### src/rtl/vga_timing_prog.sv
// Runtime-programmable VGA timing generator: counters, blanking, sync and strobes.
// A new mode is held in a shadow register and takes effect only at the (0,0) wrap.
module vga_timing_prog #(
    parameter int CNT_W        = 11,
    parameter int H_TOTAL      = 1056,
    parameter int H_ACTIVE     = 800,
    parameter int H_SYNC_START = 840,
    parameter int H_SYNC_STOP  = 968,
    parameter int V_TOTAL      = 628,
    parameter int V_ACTIVE     = 600,
    parameter int V_SYNC_START = 601,
    parameter int V_SYNC_STOP  = 605,
    parameter int H_POL        = 1,
    parameter int V_POL        = 1
) (
    input  logic             clk,
    input  logic             rst,
    input  logic             en,
    input  logic             cfg_load,
    input  logic [CNT_W-1:0] cfg_h_total,
    input  logic [CNT_W-1:0] cfg_h_active,
    input  logic [CNT_W-1:0] cfg_h_sync_start,
    input  logic [CNT_W-1:0] cfg_h_sync_stop,
    input  logic [CNT_W-1:0] cfg_v_total,
    input  logic [CNT_W-1:0] cfg_v_active,
    input  logic [CNT_W-1:0] cfg_v_sync_start,
    input  logic [CNT_W-1:0] cfg_v_sync_stop,
    input  logic             cfg_h_pol,
    input  logic             cfg_v_pol,
    output logic             cfg_pending,
    output logic             cfg_err,
    output logic [CNT_W-1:0] hcount,
    output logic [CNT_W-1:0] vcount,
    output logic             hblnk,
    output logic             vblnk,
    output logic             hsync,
    output logic             vsync,
    output logic             de,
    output logic             line_start,
    output logic             frame_start
);

    typedef struct packed {
        logic [CNT_W-1:0] h_total;
        logic [CNT_W-1:0] h_active;
        logic [CNT_W-1:0] h_sync_start;
        logic [CNT_W-1:0] h_sync_stop;
        logic [CNT_W-1:0] v_total;
        logic [CNT_W-1:0] v_active;
        logic [CNT_W-1:0] v_sync_start;
        logic [CNT_W-1:0] v_sync_stop;
        logic             h_pol;
        logic             v_pol;
    } cfg_t;

    localparam cfg_t CFG_DEFAULT = '{
        h_total:      CNT_W'(H_TOTAL),
        h_active:     CNT_W'(H_ACTIVE),
        h_sync_start: CNT_W'(H_SYNC_START),
        h_sync_stop:  CNT_W'(H_SYNC_STOP),
        v_total:      CNT_W'(V_TOTAL),
        v_active:     CNT_W'(V_ACTIVE),
        v_sync_start: CNT_W'(V_SYNC_START),
        v_sync_stop:  CNT_W'(V_SYNC_STOP),
        h_pol:        1'(H_POL),
        v_pol:        1'(V_POL)
    };

    localparam logic [CNT_W-1:0] ONE = CNT_W'(1);
    localparam logic [CNT_W-1:0] TWO = CNT_W'(2);

    // A CNT_W-bit total can never exceed 2^CNT_W, so only the ordering rules need checking.
    function automatic logic axis_ok(input logic [CNT_W-1:0] total,
                                     input logic [CNT_W-1:0] active,
                                     input logic [CNT_W-1:0] sync_start,
                                     input logic [CNT_W-1:0] sync_stop);
        return (active != '0) && (active <= sync_start) && (sync_start < sync_stop) &&
               (sync_stop <= total) && (total >= TWO);
    endfunction

    cfg_t             act_q, act_d;
    cfg_t             sh_q, sh_d;
    cfg_t             cfg_in;
    logic             pend_q, pend_d;
    logic             err_q, err_d;
    logic [CNT_W-1:0] hcount_q, hcount_d;
    logic [CNT_W-1:0] vcount_q, vcount_d;
    logic             hblnk_q, hblnk_d;
    logic             vblnk_q, vblnk_d;
    logic             hsync_q, hsync_d;
    logic             vsync_q, vsync_d;
    logic             de_q, de_d;
    logic             ls_q, ls_d;
    logic             fs_q, fs_d;
    logic             h_wrap, v_wrap, frame_wrap, apply, cfg_ok;

    always_comb begin
        cfg_in = '{
            h_total:      cfg_h_total,
            h_active:     cfg_h_active,
            h_sync_start: cfg_h_sync_start,
            h_sync_stop:  cfg_h_sync_stop,
            v_total:      cfg_v_total,
            v_active:     cfg_v_active,
            v_sync_start: cfg_v_sync_start,
            v_sync_stop:  cfg_v_sync_stop,
            h_pol:        cfg_h_pol,
            v_pol:        cfg_v_pol
        };
        cfg_ok = axis_ok(cfg_h_total, cfg_h_active, cfg_h_sync_start, cfg_h_sync_stop) &&
                 axis_ok(cfg_v_total, cfg_v_active, cfg_v_sync_start, cfg_v_sync_stop);
    end

    always_comb begin
        h_wrap     = (hcount_q == act_q.h_total - ONE);
        v_wrap     = (vcount_q == act_q.v_total - ONE);
        frame_wrap = en && h_wrap && v_wrap;
        apply      = frame_wrap && pend_q;

        hcount_d = hcount_q;
        vcount_d = vcount_q;
        if (en) begin
            hcount_d = h_wrap ? '0 : hcount_q + ONE;
            if (h_wrap) begin
                vcount_d = v_wrap ? '0 : vcount_q + ONE;
            end
        end

        // The old shadow is applied even if a new load lands on this same edge.
        act_d  = apply ? sh_q : act_q;
        sh_d   = sh_q;
        pend_d = pend_q;
        if (cfg_load && cfg_ok) begin
            sh_d   = cfg_in;
            pend_d = 1'b1;
        end else if (apply) begin
            pend_d = 1'b0;
        end
        err_d = cfg_load && !cfg_ok;

        hblnk_d = hblnk_q;
        vblnk_d = vblnk_q;
        hsync_d = hsync_q;
        vsync_d = vsync_q;
        de_d    = de_q;
        if (en) begin
            hblnk_d = (hcount_d >= act_d.h_active);
            vblnk_d = (vcount_d >= act_d.v_active);
            hsync_d = ((hcount_d >= act_d.h_sync_start) && (hcount_d < act_d.h_sync_stop)) ?
                      act_d.h_pol : !act_d.h_pol;
            vsync_d = ((vcount_d >= act_d.v_sync_start) && (vcount_d < act_d.v_sync_stop)) ?
                      act_d.v_pol : !act_d.v_pol;
            de_d    = !hblnk_d && !vblnk_d;
        end

        ls_d = en && h_wrap;
        fs_d = frame_wrap;
    end

    always_ff @(posedge clk or posedge rst) begin
        if (rst) begin
            act_q    <= CFG_DEFAULT;
            sh_q     <= '0;
            pend_q   <= 1'b0;
            err_q    <= 1'b0;
            hcount_q <= '0;
            vcount_q <= '0;
            hblnk_q  <= 1'b0;
            vblnk_q  <= 1'b0;
            hsync_q  <= !CFG_DEFAULT.h_pol;
            vsync_q  <= !CFG_DEFAULT.v_pol;
            de_q     <= 1'b0;
            ls_q     <= 1'b0;
            fs_q     <= 1'b0;
        end else begin
            act_q    <= act_d;
            sh_q     <= sh_d;
            pend_q   <= pend_d;
            err_q    <= err_d;
            hcount_q <= hcount_d;
            vcount_q <= vcount_d;
            hblnk_q  <= hblnk_d;
            vblnk_q  <= vblnk_d;
            hsync_q  <= hsync_d;
            vsync_q  <= vsync_d;
            de_q     <= de_d;
            ls_q     <= ls_d;
            fs_q     <= fs_d;
        end
    end

    assign cfg_pending = pend_q;
    assign cfg_err     = err_q;
    assign hcount      = hcount_q;
    assign vcount      = vcount_q;
    assign hblnk       = hblnk_q;
    assign vblnk       = vblnk_q;
    assign hsync       = hsync_q;
    assign vsync       = vsync_q;
    assign de          = de_q;
    assign line_start  = ls_q;
    assign frame_start = fs_q;

endmodule

### config.mk
export PLATFORM = sky130hd
export DESIGN_NAME = vga_timing_prog
export DESIGN_NICKNAME = d
export VERILOG_FILES = /design/src/rtl/vga_timing_prog.sv
export SDC_FILE = /design/constraint.sdc
export NUM_CORES = 1
export LEC_CHECK = 0
export BUFFER_PORTS_ARGS = -buffer_cell sky130_fd_sc_hd__buf_4
export CAP_MARGIN = 20
export CORE_ASPECT_RATIO = 1.75
export CORE_MARGIN = 3
export CORE_UTILIZATION = 49
export CTS_CLUSTER_DIAMETER = 60
export DETAILED_ROUTE_END_ITERATION = 6
export PLACE_DENSITY = 0.71
export SYNTH_ARGS = -nofsm -noshare
export SYNTH_HDL_FRONTEND = slang
export SYNTH_SLANG_ARGS = --single-unit
### constraint.sdc
create_clock -name clk -period 6.8 [get_ports clk]
set_input_delay 1.36 -clock clk [delete_from_list [all_inputs] [get_ports clk]]
set_output_delay 1.36 -clock clk [all_outputs]
set_load 0.01 [all_outputs]
# Word-level counts from Yosys, hierarchy flattened
# Index checks and enable logic that the tools add are counted.
# word_totals
in_bits,94
wordCells,86
reg_bits,211
# classes
n_lt_le_gt_ge,14
eq_ne,2
n_mux,10
n_reduce_logical,25
addsub,4
# op_table
operator,n
$mux 79,1
$mux 11,5
$ge 11x11->1,4
$le 11x11->1,4
$lt 11x11->1,4
$add 11x1->11 const B,2
$eq 11x11->1,2
$ge 11x2->1 const B,2
$reduce_bool 11->1,2
$sub 11x1->11 const B,2
$logic_and 1x1->1,17
$logic_not 1->1,5
$mux 1,4
$reduce_bool 2->1,1

# Logic depth before layout (Yosys ltp)
# Gate-level depths: netlist of run 1.
# depth
word_depth,9
depth_mapped,23

# Worst setup path after synthesis of run 1
# No wires, ideal clock.
# synth_timing
path_type,register to register
start,register act_q[35] in the netlist's numbering
end,register vsync_q (netlist: vsync)
required_time_ps,6675
period_less_slack_ps,4949
n_path_buf,2
path_slack_ps,1851
t_arrival_ps,4825
stages_incl_launch_ff,22
path_cell_list,dfrtp_1 inv_1 ha_1 or4b_4 or3_1 a211oi_2 nand4_1 a2111oi_4 and3_1 buf_4 buf_2 mux2_2 ha_1 nand2b_1 a21o_1 a21o_1 a211oi_1 o21ai_0 o2111ai_1 o32ai_2 xnor2_1 mux2_2
# synth_rtl
item,line,text
from (decl),81,"cfg_t act_q, act_d;"
from (signal assigned),176,act_q <= act_d;
to (signal assigned),171,vsync_q <= !CFG_DEFAULT.v_pol;
to (signal assigned),185,vsync_q <= vsync_d;
to (decl),91,"logic vsync_q, vsync_d;"

# Worst setup path in the final report of run 1
# layout_timing
start,register act_q[35] in the netlist's numbering
end,register hsync_q (netlist: hsync)
# layout_between
elab_chain_cells,8
word_cells_on_any_way,10
# layout_rtl
item,line,text
$sub 11x1->11 (*),116,v_wrap = (vcount_q == act_q.v_total - ONE);
$eq 11x11->1 (*),116,
$logic_and 1x1->1 (*),117,frame_wrap = en && h_wrap && v_wrap;
$logic_and 1x1->1 (*),118,apply = frame_wrap && pend_q;
$mux 79 (*),130,act_d = apply ? sh_q : act_q;
$ge 11x11->1 or $lt 11x11->1 (tied branches),149,hsync_d = ((hcount_d >= act_d.h_sync_start) && (hcount_d < act_d.h_sync_stop)) ?
$logic_and 1x1->1,149,
$mux 1 (*),149,
to (signal assigned),170,hsync_q <= !CFG_DEFAULT.h_pol;
to (signal assigned),184,hsync_q <= hsync_d;
to (decl),90,"logic hsync_q, hsync_d;"
# Mark *: on every way between the ends. The rest lies on a longest branch, timed or not.
# A chain may end at the register's enable or synchronous reset.

==> results.yml, run 1 <==
grt:
  grt.busiest_layer: "met2"
  grt_pass1_vias: 9472
  grt_overflow: 0
  grt_antenna_before_repair: 0
  use_met2_pct: 45.93
  grt_first_pass_wirelength_um: 51750
  grt_usage_pct: 24.19
  grt_max_degree: 76
  met1_usage_pct: 26.59
  met3_usage_pct: 2.935
clock_tree:
  clk_path_buf_depth: 3
  cts_setup_buffers: 0
  cts-root-buf: "clkbuf_16"
  clock_sinks: 211
  cts.clk_slew.worst_paths_ns: 0.07
  cts_resized: 0
  cts_hold_buf: 0
  clock_latency_ns: 0.53
  cts_htree_levels: 1
  cts_buffers: 23
  tritoncts: "done"
power:
  powerDensity_mw_per_mm2: 268.9
  clkPwrFrac_pct: 31.4
  internal_power_mw: 2.723
  pwr-share-seq_pct: 46.3
  swShare_pct: 29.32
  p_comb_share_pct: 22.3
  ir_drop_mv: 0.2192
  switchingPower_mw: 1.129
  leakage_nw: 7.051
routing:
  first_iter_violations: 504
  wirelength_um: 32510
  drc_errors: 0
  ant_nets: 0
  dr.pass1.iters: 4
  wire_per_inst_um: 20.68
  vias: 8899
  vias_per_cell: 5.661
critical_path:
  cp_max_fo: 33
  critical_path_class: "register to register"
  timing.rr.start: "act_q[35]"
  critical_path_required_ns: 7.21
  cp-end-kind: "register"
  crit_path_start: "act_q[35]"
  worst-endpoint-arrival_ns: 6.22
  startpoint_type: "register"
logic_synthesis:
  yosys.area.top_type_share_pct: 35.43
  async_reset_ff_share_pct: 100.0
  ys_seq_area_share_pct: 43.09
  syn-instance-count: 1115
  syn-cell-area_mm2: 0.01236
  synth_top_cell_by_area: "dfrtp_1"
  post_synth_num_cell_types: 71
  synth_most_common_cell: "dfrtp_1"
  syn-num-nets: 1341
  synthTopCellsByArea: "dfrtp_1 (35%), ha_1 (13%), mux2_2 (10%), dfstp_2 (7.7%), mux2i_1 (4.9%)"
  synth_ff_type: "dfrtp_1"
  ys_warn_count: 0
  syn_area_per_cell_um2: 11.08
  ys_ff_latch: 211
  synth_commonest_cells: "dfrtp_1 (175), ha_1 (132), mux2_2 (115), inv_1 (86), mux2i_1 (60)"
  synth-edff-count: 0
timing:
  period_share_pct: 85.46
  fin_crit_ns: 5.811
  drv_slew: 0
  worst_slack_ns: 0.9887
  grt_setup_unrepaired: "no"
  worst_pin_slew_ns: 0.9572
  slew_headroom_pct: 36.19
  fin_setup_tns_ns: 0
  hold_violations: 0
  setup_viol: 0
  clock.fmax_mhz: 172.1
  finClkSkew_ns: 0.01962
finish:
  num_antenna_cells: 0
  design_area_mm2: 0.01433
  drive_above_1_share_pct: 31.11
  synthToLayoutAreaGrowth_pct: 15.91
  fill_cells: 2181
  fin_nets: 1470
  post-route-util_pct: 57.95
  final_cells: 1572
die:
  rows: 76
  dieArea_mm2: 0.02724
  die_w_um: 126.1
  num_io_pins: 125
  dieHeight_um: 216.1
  core_region_area_mm2: 0.02472
  start_util_pct: 49.99
hold_path:
  hold_class: "register to register"
  min_from: "sh_q[81]"
placement:
  gp_congestion: 0.8874
  dpl_worst_slack_ns: 1.026
  dp_cells: 1531
  dpl_cell_area_mm2: 0.01361
  port_buffers: 124
  hpwlAfterDp_um: 25430
outcome:
  status: "complete, no violations"
job:
  max_cap_violations: 0
-- flip-flops by register name, indices dropped and copies added, names as in the netlist --
name,count
act_q,90
cfg_pending,1
de,1
hsync,1
line_start,1
sh_q,90
vblnk,1
vsync,1
hcount,11
vcount,11
hblnk,1
frame_start,1
cfg_err,1
-- worst max-delay path: stages (launching register included) --
cell,delay (ns)
dfrtp_1,0.41
inv_1,0.09
ha_1,0.26
or4b_4,0.52
or3_1,0.40
a211oi_2,0.23
nand4_1,0.17
a2111oi_4,0.52
and3_4,0.62
buf_12,0.31
mux2i_1,0.33
ha_1,0.30
a2111oi_0,0.45
a211oi_1,0.15
o21a_1,0.23
nand2_1,0.08
a311oi_1,0.04
a211oi_1,0.30
xnor2_1,0.16
a21oi_1,0.08
-- metrics by stage --
stage	hold WS, ns	total power [mW]
after global placement	0.4689	2.628
after floorplan	0.4460	2.317
final	0.4789	3.852
after detailed placement	0.4706	2.668
after global routing	0.5097	4.068
after CTS	0.4843	3.889
-- power by group through the flow --
| stage | registers, mW | clock network (mW) | logic (mW) |
|---|---|---|---|
| floorplan | 1.72 | 0 | 0.599 |
| global placement | 1.79 | 0 | 0.834 |
| detailed placement | 1.80 | 0 | 0.866 |
| CTS | 1.78 | 1.23 | 0.872 |
| global route | 1.82 | 1.29 | 0.963 |
| finish | 1.78 | 1.21 | 0.859 |
-- cells in the final DEF, fill, tap and decap left out, drive strengths merged, types with 5 or more instances in the layout --
| cell | count |
|---|---|
| and3 | 7 |
| a211oi | 12 |
| nand4 | 19 |
| nand3 | 25 |
| and4 | 5 |
| clkbuf | 37 |
| nand2 | 44 |
| nand2b | 11 |
| nor3 | 14 |
| o211ai | 13 |
| mux2i | 60 |
| nor2b | 11 |
| dfstp | 36 |
| a21oi | 24 |
| nor4 | 14 |
| buf | 137 |
| a21o | 20 |
| dfrtp | 175 |
| o21a | 22 |
| a2111oi | 7 |
| ha | 132 |
| xnor2 | 22 |
| mux2 | 118 |
| xor2 | 19 |
| o21ai | 32 |
| or3 | 6 |
| nor2 | 43 |
| inv | 137 |
-- layer usage --
layer	vias up	routed length [µm]
met5	-	0
li1	4219	-
met1	4424	11890
met2	186	17850
met3	70	1260
met4	0	1517
-- kinds of logic after synthesis --
logic type,Yosys count,share of synthesized area (%)
AND/OR/NAND/NOR,217,9.496
flip-flops,211,43.09
multiplexers,178,15.67
buffers and inverters,170,5.750
AO/OA/AOI/OAI,166,9.729
adder cells (fa/ha/maj),132,13.36
XOR/XNOR,41,2.905
-- cell type report --
class / instances / area, µm² / area share (%)
clock buffers: 37 / 688.2 / 4.804
clock inverters: 4 / 28.78 / 0.2009
inverters: 137 / 518.0 / 3.616
multi-input cells: 734 / 6335 / 44.22
flip-flops and latches: 211 / 5325 / 37.17
well taps: 312 / 390.4 / 2.725
repair buffers: 137 / 1041 / 7.266
-- path summary, 6_finish.rpt --
check | end | slack (ns) | depth (start not counted)
max in group asynchronous | sh_q[21] | 4.49 | 3
min in group asynchronous | sh_q[82] | 0.93 | 2
max reg2reg | hsync | 0.99 | 19
max | hsync | 0.99 | 19
min | act_q[81] | 0.48 | 2
min reg2reg | act_q[81] | 0.48 | 2
(Power assumes the default switching activity.)
==> run 2, diff against run 1 <==
PLACE_DENSITY = 0.68   (was 0.71)
clock period = 6.75 ns   (was 6.8 ns; I/O delays follow)
==> results.yml, run 2 (synthesis gave the netlist of run 1 again) <==
placement:
  gp_congestion: 0.9491
  port_buffers: 124
  hpwlAfterDp_um: 25260
  dp_cells: 1534
grt:
  grt_usage_pct: 23.59
  grt_first_pass_wirelength_um: 50740
  grt_overflow: 0
  grt_pass1_vias: 9306
  grt_max_degree: 82
  grt_antenna_before_repair: 1
finish:
  reg_top3: "act_q: 90 flops, sh_q: 90 flops"
  final_cell_mix: "dfrtp_1 (175), buf_4 (140), ha_1 (132)"
  synthToLayoutAreaGrowth_pct: 16.09
  final_cells: 1572
  final_common_cell: "dfrtp_1"
  fin_nets: 1472
  drive_above_1_share_pct: 31.43
  num_antenna_cells: 0
  post-route-util_pct: 58.03
routing:
  vias: 8758
  first_iter_violations: 378
  dr.pass1.iters: 4
  wirelength_um: 31870
  drc_errors: 0
  wire_per_inst_um: 20.27
  vias_per_cell: 5.571
  ant_nets: 0
clock_tree:
  cts_buffers: 21
  cts_resized: 0
  clock_latency_ns: 0.50
  tritoncts: "done"
  cts_hold_buf: 0
  clk_path_buf_depth: 3
  cts-root-buf: "clkbuf_16"
  cts_htree_levels: 1
  cts_setup_buffers: 0
  cts.clk_slew.worst_paths_ns: 0.07
  clock_sinks: 211
timing:
  worst_pin_slew_ns: 0.8887
  whs_ns: 0.4853
  period_share_pct: 85.39
  slew_headroom_pct: 40.13
  fin_setup_tns_ns: 0
  setup_viol: 0
  fin_crit_ns: 5.764
  hold_violations: 0
  drv_slew: 0
  grt_setup_unrepaired: "no"
  finClkSkew_ns: 0.01088
  clock.fmax_mhz: 173.5
die:
  core_region_area_mm2: 0.02472
  dieHeight_um: 216.1
  start_util_pct: 49.99
  die_w_um: 126.1
  rows: 76
  num_io_pins: 125
  dieArea_mm2: 0.02724
critical_path:
  critical_path_class: "register to register"
  reg2reg_slack_ns: 0.99
  cp_max_fo: 29
  startpoint_type: "register"
  cp-end-kind: "register"
  worst-endpoint-arrival_ns: 6.19
  critical_path_required_ns: 7.18
power:
  leakage_nw: 7.075
  ir_drop_mv: 0.2006
  powerDensity_mw_per_mm2: 269.0
hold_path:
  hold_class: "register to register"
outcome:
  status: "complete, no violations"
job:
  max_cap_violations: 0
==> run 2: layout make-up <==
type                       count  area, µm²
clock buffer                  30      609.3
clock inverter                 7      91.34
fill                        2190      10380
inverter                     137      518.0
multi-input combinational    734       6335
sequential                   211       5325
tap                          312      390.4
timing repair buffer         141       1079
==> run 2: through the flow <==
| stage | power (mW) | area (µm²) | worst slack [ns] |
|---|---|---|---|
| 2_1_floorplan | 2.334 | 12360 | 1.801 |
| 3_3_place_gp | 2.651 | 13620 | 1.077 |
| 3_5_place_dp | 2.687 | 13620 | 0.9751 |
| 4_1_cts | 3.896 | 14320 | 0.9404 |
| 5_1_grt | 4.076 | 14350 | 0.5266 |
| 6_report | 3.860 | 14350 | 0.9862 |
==> run 2: path summary, 6_finish.rpt <==
path                            from         to  cells past startpoint
setup / recovery           act_q[35]         de                     21
hold / removal              sh_q[36]  act_q[36]                      2
setup reg to reg           act_q[35]         de                     21
hold reg to reg             sh_q[36]  act_q[36]                      2
max in group asynchronous        rst  act_q[24]                      3
min in group asynchronous        rst  hcount[7]                      2
==> run 2: routing by layer <==
layer	global-route usage [%]	part of all wire, %
met5	0	0.041
met4	11.24	5.3
met3	2.984	3.6
met2	43.80	54
met1	26.36	37
==> run 2: worst max-delay path: stages, from the launching register on <==
cell and delay [ns]:
dfrtp_1 0.41, inv_1 0.09, ha_1 0.26, or4b_4 0.51
or3_1 0.39, a211oi_2 0.23, nand4_1 0.16, a2111oi_4 0.48
and3_4 0.62, buf_4 0.34, buf_4 0.24, mux2i_1 0.29
ha_1 0.28, nor2b_1 0.13, o21a_1 0.15, o21a_1 0.17
o21a_1 0.17, o21a_1 0.16, o21ai_0 0.16, a31o_2 0.21
o2111ai_1 0.10, nand3_1 0.09
==> run 2: power by group <==
group	switching [mW]	internal, mW
Sequential	0.220	1.57
Combinational	0.388	0.481
Clock	0.495	0.705
==> run 3, diff against run 2 <==
--- a/config.mk
+++ b/config.mk
@@ -6,7 +6,8 @@
 export NUM_CORES = 1
 export LEC_CHECK = 0
+export ABC_AREA = 1
 export BUFFER_PORTS_ARGS = -buffer_cell sky130_fd_sc_hd__buf_4
 export CAP_MARGIN = 20
-export CORE_ASPECT_RATIO = 1.75
+export CORE_ASPECT_RATIO = 1.5
 export CORE_MARGIN = 3
 export CORE_UTILIZATION = 49
==> constraint.sdc (replaced) <==
create_clock -name clk -period 6.75 [get_ports clk]
set_input_delay 1.35 -clock clk [delete_from_list [all_inputs] [get_ports clk]]
set_output_delay 1.35 -clock clk [all_outputs]
set_load 0.005 [all_outputs]
==> results.yml, run 3 <==
die:
  die_w_um: 138.4
  num_io_pins: 125
  dieArea_mm2: 0.02830
  rows: 72
  start_util_pct: 49.81
  dieHeight_um: 204.5
  core_region_area_mm2: 0.02585
clock_tree:
  cts.clk_slew.worst_paths_ns: 0.06
  cts_hold_buf: 0
  clk_path_buf_depth: 3
  cts_buffers: 21
  cts_resized: 0
  clock_sinks: 211
  clock_latency_ns: 0.51
  cts_setup_buffers: 0
  cts-root-buf: "clkbuf_16"
  tritoncts: "done"
  cts_htree_levels: 1
timing:
  drv_slew: 0
  period_share_pct: 72.32
  grt_setup_unrepaired: "no"
  fin_setup_tns_ns: 0
  clock.fmax_mhz: 204.9
  setup_viol: 0
  fin_crit_ns: 4.881
  worst_pin_slew_ns: 1.005
  finClkSkew_ns: 0.01007
  hold_violations: 0
  slew_headroom_pct: 32.49
logic_synthesis:
  synthTopCellsByArea: "dfrtp_1 (34%), ha_1 (13%), nand2_1 (11%), dfstp_2 (7.3%), inv_1 (7.1%)"
  ys_ff_latch: 211
  post_synth_num_cell_types: 49
  ys_warn_count: 0
  syn-num-nets: 1808
  synth_most_common_cell: "nand2_1"
  synth_commonest_cells: "nand2_1 (369), inv_1 (245), dfrtp_1 (175), ha_1 (132), o21ai_0 (121)"
  synth-edff-count: 0
  synth_top_cell_by_area: "dfrtp_1"
  async_reset_ff_share_pct: 100.0
  syn_area_per_cell_um2: 8.140
  synth_ff_type: "dfrtp_1"
  syn-instance-count: 1582
  yosys.area.top_type_share_pct: 34.01
  ys_seq_area_share_pct: 41.35
  syn-cell-area_mm2: 0.01288
routing:
  drc_errors: 0
  ant_nets: 0
  wirelength_um: 32470
  dr.pass1.iters: 7
  wire_per_inst_um: 15.90
  vias_per_cell: 5.106
  first_iter_violations: 440
  vias: 10432
grt:
  grt_first_pass_wirelength_um: 52870
  grt_pass1_vias: 10505
  grt_antenna_before_repair: 0
  grt_usage_pct: 23.10
  grt_max_degree: 99
  grt_overflow: 0
finish:
  drive_above_1_share_pct: 19.94
  num_antenna_cells: 0
  final_cells: 2043
  fill_cells: 2411
  synthToLayoutAreaGrowth_pct: 14.74
  final_cell_mix: "nand2_1 (369), inv_1 (244), dfrtp_1 (175)"
  final_common_cell: "nand2_1"
  reg_top3: "act_q: 90 flops, sh_q: 90 flops"
  fin_nets: 1922
critical_path:
  critical_path_required_ns: 7.15
  critical_path_class: "register to register"
  cp-end-kind: "register"
  startpoint_type: "register"
  worst-endpoint-arrival_ns: 5.28
  cp_max_fo: 44
power:
  ir_drop_mv: 0.1725
  leakage_nw: 7.420
  powerDensity_mw_per_mm2: 259.1
job:
  max_cap_violations: 0
outcome:
  status: "complete, no violations"
hold_path:
  hold_class: "register to register"
placement:
  port_buffers: 124
  hpwlAfterDp_um: 25610
  gp_congestion: 0.8924
  dp_cells: 2006
## run 3: changes by cell type in the layout (fill, tap and decap cells not counted), sizes merged, moves of 35 or more
cell	change
nand2	+330
o21ai	+173
inv	+166
mux2	-118
mux2i	-60
a21oi	+42
nand3	+35
## run 3: final timing paths
kind                           start          to  slack [ns]  cells past startpoint
min reg2reg                act_q[32]   act_q[32]        0.48                      2
min in group asynchronous        rst  line_start        0.95                      3
max                        act_q[79]       hsync        1.87                     26
min                        act_q[32]   act_q[32]        0.48                      2
max reg2reg                act_q[79]       hsync        1.87                     26
max in group asynchronous        rst    sh_q[76]        4.58                      4
## run 3: critical path, stage by stage (launching register included)
cell      delay, ns
dfrtp_1        0.42
inv_1          0.14
ha_1           0.29
nand2_1        0.11
nor2_1         0.17
nand2_1        0.07
nand2_1        0.10
nand2_1        0.06
nand2_1        0.12
nand3_4        0.12
nor3_4         0.40
nand3_4        0.55
buf_4          0.49
o21ai_2        0.22
inv_2          0.04
ha_1           0.27
inv_1          0.05
o31ai_1        0.23
a21boi_0       0.11
o21ai_0        0.15
nand3_1        0.09
nand2_1        0.06
nand3_1        0.06
a31oi_1        0.20
nand3_1        0.10
nand3_1        0.08
nand2_1        0.05
## run 3: area by class of cell
| cell class | instances | area (µm²) | share of cell area (%) |
|---|---|---|---|
| multi-input cells | 1027 | 6168 | 41.75 |
| well taps | 333 | 416.7 | 2.820 |
| flip-flops and latches | 211 | 5325 | 36.04 |
| inverters | 303 | 1141 | 7.723 |
| clock inverters | 8 | 92.59 | 0.6266 |
| clock buffers | 29 | 615.6 | 4.166 |
| repair buffers | 132 | 1016 | 6.876 |
## run 3: per-stage QoR
step                      setup WS [ns]  utilization [%]  area, µm²  total power [mW]  hold WS (ns)
after detailed placement          1.624            54.41      14070             2.649        0.4688
after global routing              1.273            57.15      14780             4.089        0.4952
after CTS                         1.867            57.15      14780             3.873        0.4847
final                             1.869            57.15      14780             3.829        0.4791
after global placement            1.672            54.41      14070             2.611        0.4577
after floorplan                   2.687                -      12880             2.292        0.4432
## run 3: logic make-up (layout without fill, tap and decap cells)
group,after synthesis,count (layout),synth area share (%)
buf+inv,344,472,10.84
fa+ha+maj,132,132,12.83
simple gates,572,572,19.38
xor+xnor,19,19,1.292
flops,211,211,41.35
compound gates,304,304,14.30
## run 3: per-layer routing
metal / wire (µm) / GRT usage, % / share of wire, %
met3: 1041 / 2.289 / 3.2
met5: 0 / 0 / 0
met2: 17170 / 44.31 / 53
met1: 13230 / 26.62 / 41
met4: 1034 / 8.086 / 3.2
## run 3: power breakdown
| group | total, mW | switching [mW] | leakage, nW | internal (mW) |
|---|---|---|---|---|
| clock network | 1.21 | 0.495 | 0.352 | 0.713 |
| registers | 1.70 | 0.132 | 2.54 | 1.56 |
| logic | 0.925 | 0.592 | 4.52 | 0.333 |
